[src/rtl/apb_to_ahb_pkg.sv]
// Shared constants and types for the APB-completer to AHB-Lite-manager bridge.
// Covers AHB encodings, FSM states and the write-strobe decode result.
package apb_to_ahb_pkg;

    localparam logic [1:0] HTRANS_IDLE   = 2'b00;
    localparam logic [1:0] HTRANS_NONSEQ = 2'b10;

    localparam logic [2:0] HSIZE_BYTE  = 3'b000;
    localparam logic [2:0] HSIZE_HALF  = 3'b001;
    localparam logic [2:0] HSIZE_WORD  = 3'b010;
    localparam logic [2:0] HSIZE_DWORD = 3'b011;

    localparam logic HRESP_OKAY  = 1'b0;
    localparam logic HRESP_ERROR = 1'b1;

    typedef enum logic [2:0] {
        ST_IDLE = 3'd0,
        ST_ADDR = 3'd1,
        ST_DATA = 3'd2,
        ST_ERR  = 3'd3,
        ST_RESP = 3'd4
    } state_e;

    // valid: issue an AHB transfer; err: reject without a transfer
    typedef struct packed {
        logic       valid;
        logic       err;
        logic [2:0] size;
        logic [1:0] lsb;
    } strb_dec_t;

endpackage

[src/rtl/apb_to_ahb_strb_dec.sv]
// Decodes a 4-bit APB4 write strobe into an AHB transfer size and byte offset.
// Only contiguous, naturally aligned byte/halfword/word patterns are transferable.
module apb_to_ahb_strb_dec
    import apb_to_ahb_pkg::*;
(
    input  logic [3:0] pstrb,
    output strb_dec_t  dec
);

    always_comb begin
        dec = '{valid: 1'b0, err: 1'b1, size: HSIZE_WORD, lsb: 2'b00};
        case (pstrb)
            4'b1111: dec = '{valid: 1'b1, err: 1'b0, size: HSIZE_WORD, lsb: 2'b00};
            4'b0011: dec = '{valid: 1'b1, err: 1'b0, size: HSIZE_HALF, lsb: 2'b00};
            4'b1100: dec = '{valid: 1'b1, err: 1'b0, size: HSIZE_HALF, lsb: 2'b10};
            4'b0001: dec = '{valid: 1'b1, err: 1'b0, size: HSIZE_BYTE, lsb: 2'b00};
            4'b0010: dec = '{valid: 1'b1, err: 1'b0, size: HSIZE_BYTE, lsb: 2'b01};
            4'b0100: dec = '{valid: 1'b1, err: 1'b0, size: HSIZE_BYTE, lsb: 2'b10};
            4'b1000: dec = '{valid: 1'b1, err: 1'b0, size: HSIZE_BYTE, lsb: 2'b11};
            // An empty strobe is a legal no-op write, not an error.
            4'b0000: dec = '{valid: 1'b0, err: 1'b0, size: HSIZE_WORD, lsb: 2'b00};
            default: ;
        endcase
    end

endmodule

[src/rtl/apb_to_ahb_bridge.sv]
// Same-clock APB3/APB4 completer that turns each APB access into one AHB-Lite NONSEQ SINGLE.
// Optional macro APB_TO_AHB_PSTRB_EN enables byte/halfword writes from pstrb (DW=32 only).
module apb_to_ahb_bridge
    import apb_to_ahb_pkg::*;
#(
    parameter int         AW        = 32,
    parameter int         DW        = 32,
    parameter logic [3:0] HPROT_DEF = 4'b0011
) (
    input  logic            hclk,
    input  logic            hreset,
    input  logic            psel,
    input  logic            penable,
    input  logic            pwrite,
    input  logic [AW-1:0]   paddr,
    input  logic [DW-1:0]   pwdata,
    input  logic [DW/8-1:0] pstrb,
    input  logic [2:0]      pprot,
    output logic [DW-1:0]   prdata,
    output logic            pready,
    output logic            pslverr,
    output logic [AW-1:0]   haddr,
    output logic [1:0]      htrans,
    output logic            hwrite,
    output logic [2:0]      hsize,
    output logic [3:0]      hprot,
    output logic [DW-1:0]   hwdata,
    input  logic [DW-1:0]   hrdata,
    input  logic            hready,
    input  logic            hresp
);

    localparam int         BYTE_W   = $clog2(DW/8);
    localparam logic [2:0] HSIZE_BUS = 3'(BYTE_W);

    // Setup-phase decode: whether to issue an AHB transfer, and its shape.
    logic          setup_go;
    logic          setup_err;
    logic [2:0]    setup_size;
    logic [AW-1:0] setup_addr;
    logic          unused_bits;

`ifdef APB_TO_AHB_PSTRB_EN
    if (DW != 32) begin : g_dw_check
        $error("APB_TO_AHB_PSTRB_EN requires DW=32");
    end

    strb_dec_t dec;

    apb_to_ahb_strb_dec u_strb_dec (
        .pstrb (pstrb),
        .dec   (dec)
    );

    // Reads ignore the strobe and are always full word.
    assign setup_go    = !pwrite || dec.valid;
    assign setup_err   = pwrite && dec.err;
    assign setup_size  = pwrite ? dec.size : HSIZE_BUS;
    assign setup_addr  = {paddr[AW-1:BYTE_W], (pwrite ? dec.lsb : 2'b00)};
    assign unused_bits = ^{pprot[1], paddr[BYTE_W-1:0]};
`else
    assign setup_go    = 1'b1;
    assign setup_err   = 1'b0;
    assign setup_size  = HSIZE_BUS;
    assign setup_addr  = {paddr[AW-1:BYTE_W], {BYTE_W{1'b0}}};
    assign unused_bits = ^{pprot[1], paddr[BYTE_W-1:0], pstrb};
`endif

    state_e        state_reg,   state_next;
    logic          abort_reg,   abort_next;
    logic [DW-1:0] wdata_reg,   wdata_next;
    logic [AW-1:0] haddr_reg,   haddr_next;
    logic [1:0]    htrans_reg,  htrans_next;
    logic          hwrite_reg,  hwrite_next;
    logic [2:0]    hsize_reg,   hsize_next;
    logic [3:0]    hprot_reg,   hprot_next;
    logic [DW-1:0] hwdata_reg,  hwdata_next;
    logic [DW-1:0] prdata_reg,  prdata_next;
    logic          pready_reg,  pready_next;
    logic          pslverr_reg, pslverr_next;

    // The APB side is still waiting for this transfer only if psel never dropped.
    logic live;
    assign live = !abort_reg && psel;

    always_comb begin
        state_next   = state_reg;
        abort_next   = abort_reg;
        wdata_next   = wdata_reg;
        haddr_next   = haddr_reg;
        htrans_next  = htrans_reg;
        hwrite_next  = hwrite_reg;
        hsize_next   = hsize_reg;
        hprot_next   = hprot_reg;
        hwdata_next  = hwdata_reg;
        prdata_next  = prdata_reg;
        pready_next  = 1'b0;
        pslverr_next = 1'b0;

        case (state_reg)
            ST_IDLE: begin
                if (psel && !penable) begin
                    abort_next = 1'b0;
                    wdata_next = pwdata;
                    if (setup_go) begin
                        state_next  = ST_ADDR;
                        htrans_next = HTRANS_NONSEQ;
                        haddr_next  = setup_addr;
                        hwrite_next = pwrite;
                        hsize_next  = setup_size;
                        hprot_next  = {HPROT_DEF[3:2], pprot[0], ~pprot[2]};
                    end else begin
                        state_next   = ST_RESP;
                        pready_next  = 1'b1;
                        pslverr_next = setup_err;
                        prdata_next  = '0;
                    end
                end
            end
            ST_ADDR: begin
                abort_next = abort_reg || !psel;
                if (hready) begin
                    state_next  = ST_DATA;
                    htrans_next = HTRANS_IDLE;
                    hwdata_next = wdata_reg;
                end
            end
            ST_DATA: begin
                abort_next = abort_reg || !psel;
                if (hready) begin
                    state_next = live ? ST_RESP : ST_IDLE;
                    if (live) begin
                        pready_next  = 1'b1;
                        pslverr_next = (hresp == HRESP_ERROR);
                        prdata_next  = (!hwrite_reg && hresp == HRESP_OKAY) ? hrdata : '0;
                    end
                end else if (hresp == HRESP_ERROR) begin
                    state_next = ST_ERR;
                end
            end
            ST_ERR: begin
                abort_next = abort_reg || !psel;
                if (hready) begin
                    state_next = live ? ST_RESP : ST_IDLE;
                    if (live) begin
                        pready_next  = 1'b1;
                        pslverr_next = 1'b1;
                        prdata_next  = '0;
                    end
                end
            end
            ST_RESP: begin
                state_next = ST_IDLE;
            end
            default: begin
                state_next  = ST_IDLE;
                htrans_next = HTRANS_IDLE;
            end
        endcase
    end

    always_ff @(posedge hclk) begin
        if (hreset) begin
            state_reg   <= ST_IDLE;
            abort_reg   <= 1'b0;
            wdata_reg   <= '0;
            haddr_reg   <= '0;
            htrans_reg  <= HTRANS_IDLE;
            hwrite_reg  <= 1'b0;
            hsize_reg   <= 3'b000;
            hprot_reg   <= 4'b0000;
            hwdata_reg  <= '0;
            prdata_reg  <= '0;
            pready_reg  <= 1'b0;
            pslverr_reg <= 1'b0;
        end else begin
            state_reg   <= state_next;
            abort_reg   <= abort_next;
            wdata_reg   <= wdata_next;
            haddr_reg   <= haddr_next;
            htrans_reg  <= htrans_next;
            hwrite_reg  <= hwrite_next;
            hsize_reg   <= hsize_next;
            hprot_reg   <= hprot_next;
            hwdata_reg  <= hwdata_next;
            prdata_reg  <= prdata_next;
            pready_reg  <= pready_next;
            pslverr_reg <= pslverr_next;
        end
    end

    assign haddr   = haddr_reg;
    assign htrans  = htrans_reg;
    assign hwrite  = hwrite_reg;
    assign hsize   = hsize_reg;
    assign hprot   = hprot_reg;
    assign hwdata  = hwdata_reg;
    assign prdata  = prdata_reg;
    assign pready  = pready_reg;
    assign pslverr = pslverr_reg;

endmodule
[config.mk]
export PLATFORM = sky130hd
export DESIGN_NAME = apb_to_ahb_bridge
export DESIGN_NICKNAME = d
export VERILOG_FILES = /design/src/rtl/apb_to_ahb_pkg.sv /design/src/rtl/apb_to_ahb_strb_dec.sv /design/src/rtl/apb_to_ahb_bridge.sv
export SDC_FILE = /design/constraint.sdc
export NUM_CORES = 1
export LEC_CHECK = 0
export BUFFER_PORTS_ARGS = -buffer_cell sky130_fd_sc_hd__buf_2
export CAP_MARGIN = 20
export CELL_PAD_IN_SITES_DETAIL_PLACEMENT = 1
export CELL_PAD_IN_SITES_GLOBAL_PLACEMENT = 1
export CORE_MARGIN = 3
export CORE_UTILIZATION = 35
export CTS_BUF_LIST = sky130_fd_sc_hd__clkbuf_8 sky130_fd_sc_hd__clkbuf_16
export DETAILED_ROUTE_END_ITERATION = 10
export GPL_TIMING_DRIVEN = 1
export PLACE_DENSITY = 0.8
export SLEW_MARGIN = 10
export SYNTH_ARGS = -nofsm -noshare
export SYNTH_HDL_FRONTEND = slang
export SYNTH_HIERARCHICAL = 1
export SYNTH_SLANG_ARGS = --single-unit
[constraint.sdc]
create_clock -name hclk -period 2.3 [get_ports hclk]
set_input_delay 0.575 -clock hclk [delete_from_list [all_inputs] [get_ports hclk]]
set_output_delay 0.575 -clock hclk [all_outputs]
set_load 0.005 [all_outputs]
==> flow_metrics.tcl <==
set metrics [dict create \
    outcome "finished, final reports clean" \
    syn_to_final_growth_pct 31.2 \
    drc 0 \
    drt_iter0_markers 315 \
    cp_cell_sequence "or4b_4 > buf_4 > o21ai_0 > o21ai_0" \
    die_w_um 135 \
    postCtsHoldBufs 0 \
    ys_ff_latch 137 \
    wl_per_cell_um 15.7 \
    async_flop_share 0 \
    setup_viol 0 \
    syn_inst 693 \
    rr_endpoint "wdata_reg[13]" \
    numCtsBuffers 17 \
    io_buffers 203 \
    track_usage 0.187 \
    timing.rr.start "state_reg[1]" \
    rsz0062_at_grt "false" \
    ff2ff_setup_slack_ns 0.40 \
    hpwlAfterDp_um 11100 \
    grt_pass1_vias 5392 \
    core_area_sq_um 16100 \
    crit_required_ns 2.57 \
    synth.top_cell.area_share 0.472 \
    max_slew.worst_pin.slew_ns 0.652 \
    crit_path_start_kind "flop" \
    cts_sinks 137 \
    hold_depth 2 \
    critPathLaunch "state_reg[1]" \
    layout-drive-gt1-share 0.334 \
    syn_area_sq_um 5810 \
    ys_types 35 \
    ant_nets 0 \
    leakagePower_nw 3.30 \
    synth_common_cells "137 x dfxtp_1, 100 x o21ai_0, 97 x nand2b_1" \
    yosysSeqAreaShare 0.472 \
    dr.pass1.iters 4 \
    yosys_most_used_dff "dfxtp_1" \
    min_from "hrdata[6]" \
    irDropWorstVdd_mv 0.460 \
    fmax_ghz 0.526 \
    crit_type "flop to flop" \
    synth-edff-count 0 \
    fin_crit_sh 0.826 \
    drv_cap 0 \
    crit_fanout 66 \
    arrival_ns 2.17 \
    post-synth-top-count-cell "dfxtp_1" \
    power_mw 5.90 \
    io_pins 218 \
    cts-root-buf "clkbuf_16" \
    synth_area_leader_cell "dfxtp_1" \
    drv_slew 0 \
    vias 5400 \
    viasPerCell 4.94 \
    period_needed_ns 1.90 \
    hold_path_class "input port to flop" \
    hold_end "prdata[6]" \
    grt_max_degree 78 \
    htree_levels 4 \
    overflow 0 \
    clock_latency_ns 0.41 \
    syn_area_per_cell_sq_um 8.38 \
    cpMostUsedCell "o21ai_0" \
    cts_setup_buffers 0 \
    yosysWarnings 6 \
    finClkSkew_ns 0.0108 \
    hold_viol 0 \
    row_count 46 \
    final_nets 974 \
    slew_headroom 0.565 \
    synth.area.top_cells "dfxtp_1 47%, nand2b_1 10%, o21ai_0 8.6%" \
    dieArea_sq_um 18200 \
    cts_tree "yes" \
    clk_path_buf_depth 2 \
    path_clk_slew_ns 0.06 \
    start_util 0.362 \
    setup_tns_ns 0 \
    antenna_found_initial 2 \
    slowest_stage "or4b_4" \
    cts_resized 0 \
    finalWirelength_um 17100 \
    grt_pass1_wl_um 27200 \
    critPathMaxStageDelay_ns 0.57 \
    finalWeightedCongestion 0.727 \
    worstRegToRegCells 4 \
    p_per_area_nw_per_um2 775 \
    die_height_um 135 \
    cp-end-kind "flop" \
]
## worst max-delay path by stage
stage	endpoint
2_1_floorplan	haddr[10]
3_3_place_gp	wdata_reg[20]
3_5_place_dp	wdata_reg[17]
4_1_cts	wdata_reg[17]
5_1_grt	wdata_reg[17]
6_report	wdata_reg[13]
## critical path: cells and delay by family, from the launching register on
kind | cells | cell delay, ns
simple gates | 1 | 0.57
flops | 1 | 0.42
compound gates | 2 | 0.41
buf+inv | 1 | 0.33
## metrics by stage
step	cells	setup WS, ns	utilization	instance area, sq um	hold slack [ns]
after detailed placement	1061	0.189	0.434	6970	0.442
after floorplan	699	0.412	-	5830	0.427
after CTS	1093	0.378	0.474	7620	0.365
after global routing	1094	0.221	0.475	7620	0.366
final	1094	0.400	0.475	7620	0.387
after global placement	1061	0.260	0.434	6970	0.434
## layer usage
metal | routed length, um | global-route usage | vias to the layer above
li1 | - | - | 2659
met1 | 7240 | 0.226 | 2573
met2 | 8470 | 0.313 | 139
met3 | 1040 | 0.0566 | 27
met4 | 378 | 0.0747 | 2
met5 | 13 | 0 | -
## power by group
| part | leakage (nW) | internal (mW) | total [mW] | switching (mW) |
|---|---|---|---|---|
| sequential | 1.11 | 2.45 | 2.48 | 0.0360 |
| combinational | 1.87 | 0.210 | 0.454 | 0.244 |
| clock | 0.311 | 1.93 | 2.97 | 1.04 |
## logic make-up (layout without fill, tap and decap cells)
group                  Yosys count  after routing  share of synthesized area
and+or+nand+nor                245            245                      0.239
other                            1              8                   0.000646
muxes                            1              1                    0.00172
DFF                            137            137                      0.472
AOI/OAI and AO/OA              232            232                      0.225
buffers and inverters           77            255                     0.0610
## cells in the final DEF, fill, tap and decap left out, drive strengths merged, types with 4 or more instances in the layout
cell	n
dfxtp	137
buf	221
nor2	4
bufinv	4
a21oi	66
conb	7
nand2	66
nand2b	97
nor2b	65
o21ai	128
clkbuf	21
a31o	32
## cell type report
class | count | area, sq um
clock inverters | 11 | 166
multi-input cells | 485 | 2760
repair buffers | 221 | 1190
flip-flops and latches | 137 | 2740
diodes | 1 | 2.50
fillers | 1987 | 8440
inverters | 2 | 7.51
well taps | 216 | 270
clock buffers | 21 | 480
(Power assumes the default switching activity.)
